===== config.mk =====
export PLATFORM = sky130hd
export DESIGN_NAME = sobel_filter
export DESIGN_NICKNAME = d
export VERILOG_FILES = /design/src/rtl/sobel_filter.sv
export SDC_FILE = /design/constraint.sdc
export NUM_CORES = 1
export LEC_CHECK = 0
export CORE_UTILIZATION = 65
export CTS_CLUSTER_DIAMETER = 40
export DETAILED_ROUTE_END_ITERATION = 16
export HOLD_SLACK_MARGIN = 0.12
export PLACE_DENSITY = 0.91
export SYNTH_ARGS = -nofsm -noshare
export SYNTH_HDL_FRONTEND = slang
export SYNTH_SLANG_ARGS = --single-unit

===== constraint.sdc =====
create_clock -name clk -period 10.2 [get_ports clk]
set_input_delay 1.02 -clock clk [delete_from_list [all_inputs] [get_ports clk]]
set_output_delay 1.02 -clock clk [all_outputs]
set_load 0.05 [all_outputs]

===== src/rtl/sobel_filter.sv =====
// Three-stage Sobel gradient: partial sums, absolute values and signs, then scaled magnitude
// with a four-way direction code. Each stage loads only when its incoming valid bit is set.
module sobel_filter #(
    parameter int MAG_SHIFT = 3
) (
    input  logic        clk,
    input  logic        rstN,
    input  logic [71:0] sobel_data_in,
    input  logic        sobel_data_in_valid,
    output logic [7:0]  sobel_mag_out,
    output logic [1:0]  sobel_dir_out,
    output logic        sobel_out_valid
);

    logic [9:0] pix [9];

    generate
        for (genvar gi = 0; gi < 9; gi++) begin : g_unpack
            assign pix[gi] = {2'b00, sobel_data_in[8*gi +: 8]};
        end
    endgenerate

    logic [2:0]  valid_reg;
    logic [9:0]  gx_pos_reg, gx_neg_reg, gy_pos_reg, gy_neg_reg;
    logic [9:0]  gx_pos_next, gx_neg_next, gy_pos_next, gy_neg_next;
    logic [9:0]  ax_reg, ay_reg, ax_next, ay_next;
    logic        sx_reg, sy_reg;
    logic [10:0] gx_s, gy_s, gx_inv, gy_inv;
    logic [10:0] sum, shifted;
    logic [19:0] ax_ext, ay_ext, ay_x256, ax_x106, ax_x618;
    logic [7:0]  mag_reg, mag_next;
    logic [1:0]  dir_reg, dir_next;

    // Stage 1: weighted sums of the three positive and three negative taps (max 1020 each).
    always_comb begin
        gx_pos_next = pix[2] + (pix[5] << 1) + pix[8];
        gx_neg_next = pix[0] + (pix[3] << 1) + pix[6];
        gy_pos_next = pix[6] + (pix[7] << 1) + pix[8];
        gy_neg_next = pix[0] + (pix[1] << 1) + pix[2];
    end

    // Stage 2: the 11-bit signed difference cannot overflow, so its magnitude fits in 10 bits.
    always_comb begin
        gx_s    = {1'b0, gx_pos_reg} - {1'b0, gx_neg_reg};
        gy_s    = {1'b0, gy_pos_reg} - {1'b0, gy_neg_reg};
        gx_inv  = -gx_s;
        gy_inv  = -gy_s;
        ax_next = gx_s[10] ? gx_inv[9:0] : gx_s[9:0];
        ay_next = gy_s[10] ? gy_inv[9:0] : gy_s[9:0];
    end

    // Stage 3: tan(22.5) ~ 106/256 and tan(67.5) ~ 618/256 set the direction sectors.
    always_comb begin
        sum      = {1'b0, ax_reg} + {1'b0, ay_reg};
        shifted  = sum >> MAG_SHIFT;
        mag_next = (shifted > 11'd255) ? 8'hFF : shifted[7:0];
        ax_ext   = {10'b0, ax_reg};
        ay_ext   = {10'b0, ay_reg};
        ay_x256  = ay_ext << 8;
        ax_x106  = ax_ext * 20'd106;
        ax_x618  = ax_ext * 20'd618;
        dir_next = 2'd0;
        if (ay_x256 <= ax_x106) begin
            dir_next = 2'd0;
        end else if (ay_x256 >= ax_x618) begin
            dir_next = 2'd2;
        end else if (ax_reg != 10'd0 && ay_reg != 10'd0 && sx_reg == sy_reg) begin
            dir_next = 2'd1;
        end else begin
            dir_next = 2'd3;
        end
    end

    always_ff @(posedge clk or negedge rstN) begin
        if (!rstN) begin
            valid_reg  <= 3'b000;
            gx_pos_reg <= '0;
            gx_neg_reg <= '0;
            gy_pos_reg <= '0;
            gy_neg_reg <= '0;
            ax_reg     <= '0;
            ay_reg     <= '0;
            sx_reg     <= 1'b0;
            sy_reg     <= 1'b0;
            mag_reg    <= '0;
            dir_reg    <= '0;
        end else begin
            valid_reg <= {valid_reg[1:0], sobel_data_in_valid};
            if (sobel_data_in_valid) begin
                gx_pos_reg <= gx_pos_next;
                gx_neg_reg <= gx_neg_next;
                gy_pos_reg <= gy_pos_next;
                gy_neg_reg <= gy_neg_next;
            end
            if (valid_reg[0]) begin
                ax_reg <= ax_next;
                ay_reg <= ay_next;
                sx_reg <= gx_s[10];
                sy_reg <= gy_s[10];
            end
            if (valid_reg[1]) begin
                mag_reg <= mag_next;
                dir_reg <= dir_next;
            end
        end
    end

    assign sobel_mag_out   = mag_reg;
    assign sobel_dir_out   = dir_reg;
    assign sobel_out_valid = valid_reg[2];

endmodule


==> metrics <==
status=finished clean; mapped cell area=9200 µm²; Clock Tree Root=clkbuf_16; site row count=43; critical path class=flip-flop to flip-flop; Worst Tran Pin Value=918 ps; 1st-pass router iterations=5; layout cells sized above 1=5.21%; Hold Vio Cnt, Final=0; Hold EP=valid_reg[1]; max cap viols=0; Hold Crit Class=flip-flop to flip-flop; ranking of synthesized cells by area=ha_1 (22%), dfrtp_1 (20%), fa_1 (15%); initial antenna violation count=0; Synth Register Bits=75; CTS Hold Buffers Added=0; die width=121 µm; CTS sink count=75; starting density of the core=66.5%; I/O pins=86; hpwl dp=17000 µm; vias post-DR=7398; Routed WL per cell=17.0 µm; element type at the critical path end=flip-flop; dpl ws=4750 ps; Peak Freq=180 MHz; R2R setup slack=4650 ps; sequential fraction of the synthesis area=20.4%; Synth-to-Final Area Change=13.5%; ANT nets after route=0; setup bufs post-CTS=0; drt drc=0; DR iter-0 viols=521; final setup violation count=0; Worst Hold Path Cells=0; post-synthesis cell type count=69; Fill cells=870; CP required=10480 ps; Post-synth top cells=ha_1 (164), inv_1 (146), dfrtp_1 (75); Avg Inst Size Synth=9.43 µm²; FF-to-FF End=sobel_dir_out[1]; GRT Max-Usage Layer=met2; Register Area=1880 µm²; Setup TNS=0 ps; CTS buffer count=9; most frequent cell after synthesis=ha_1; cell taking the most area after synthesis=ha_1; skew final=7.34 ps; final hold slack=404 ps; Via density=5.99; H-tree levels=3; number of synthesized flops with an enable pin=0; IO buf count=77; antenna cells=0; GRT met3 Usage=3.57%; launch point of the worst reg-to-reg path=ax_reg[1]; CTS resizes=0; top-area cell type share of the netlist area=22.3%; crit start category=flip-flop; worst path arrival time=5830 ps; first-pass GRT wire length=35300 µm; Slew Limit Headroom=38.8%; synthesized instance count=975; HP Start=valid_reg[0]; RSZ-0062 raised after global routing=false; worst setup margin=4650 ps; Tmin final=5550 ps; Total GRT Usage=30.8%; fin. max-slew vios=0; CTS tree=yes; Chip Height=121 µm; # nets final=1356; clk slew on worst S/H paths=60 ps; Worst Path Max Fanout=8; fraction of registers with async set/reset=100%; ys flop type=dfrtp_1; gpl congestion=0.894; die area=14600 µm²; Worst-Skew Late Latency=340 ps; Synthesized Nets=1281; Synth Warn #=0; grt ovf=0; met2 usage=56.9%; vias in the first global route=7777; GR Layer Usage met1=34.3%; area of the multi-input gates=6700 µm²; FF-to-FF path depth=20; Core Region=13800 µm²; final period utilization=54.4%; Routed WL=21000 µm; maximum root-to-sink buffer count=2; largest net degree at the start of global routing=76
[cell usage in the layout (no fill, tap or decap), types with 3 or more instances in the layout]
master           instances
a211oi_1                 6
a21boi_0                 8
a21o_1                  30
a21oi_1                 54
a221oi_1                 4
a31oi_1                 12
and3_1                   3
buf_4                    3
clkbuf_16                9
clkdlybuf4s50_1         75
dfrtp_1                 75
fa_1                    67
ha_1                   164
inv_1                  146
mux2_2                  24
mux2i_1                  9
nand2_1                 43
nand2b_1                 8
nand3_1                 14
nand4_1                  7
nand4b_1                 3
nor2_1                  61
nor2b_1                 11
nor3_1                  10
nor3b_1                  3
nor4_1                   7
o2111ai_1                3
o211ai_1                 6
o21a_1                  11
o21ai_0                 51
o21bai_1                 4
o31ai_1                  5
or2_2                    4
or3_1                    4
xnor2_1                 26
xor2_1                  35
[cells by family after synthesis]
group                      after synthesis  share of synthesized area (%)
xor gates and xnor gates                61                           5.81
adders and majority gates              231                           36.9
DFF                                     75                           20.4
muxes                                   33                           3.92
and+or+nand+nor                        194                           10.7
AOI/OAI and AO/OA                      220                           15.5
buffers and inverters                  161                           6.80
[through the flow]
step / cell area [µm²] / cells / util, %
global placement: 10100 / 1219 / 73.2
floorplan: 9200 / 975 / -
detailed placement: 10100 / 1219 / 73.2
global route: 10400 / 1235 / 75.5
finish: 10400 / 1235 / 75.5
CTS: 10400 / 1235 / 75.5
[cell type report]
cell class | instances | area share (%)
well taps | 180 | 2.16
inverters | 146 | 5.25
flip-flops and latches | 75 | 18.0
clock buffers | 12 | 2.36
clock inverters | 4 | 0.707
multi-input cells | 739 | 64.1
repair buffers | 79 | 7.45
[critical path: stages, from the launching register on]
cell and delay [ps]:
dfrtp_1 510, ha_1 400, fa_1 510, inv_1 50, fa_1 500, inv_1 50, ha_1 330, a21o_1 190
a21oi_1 210, o21bai_1 100, a21oi_1 290, o21ai_0 220, xnor2_1 170, ha_1 330, nand4_1 150, nor4_1 400
nand2_1 90, a221oi_1 510, o21ai_0 190, a21oi_1 150, a221o_1 120
[routing by layer]
layer  vias up  share of wire (%)
met5         -                  0
met4         0                5.5
met3        74                3.6
met2       224                 51
met1      3552                 40
li1       3548                  -
[worst max-delay path by stage]
stage	startpoint	endpoint	slack, ps
final	ax_reg[1]	sobel_dir_out[1]	4650
after global routing	ax_reg[0]	sobel_dir_out[1]	4250
after CTS	ax_reg[0]	sobel_dir_out[1]	4730
after detailed placement	ax_reg[7]	sobel_dir_out[1]	4750
after global placement	ax_reg[1]	sobel_dir_out[1]	4820
after floorplan	ax_reg[1]	sobel_dir_out[1]	5410
Power is left out: the tool's default activity adds up to more than one toggle a clock period on the data nets, which glitch-free logic cannot reach.
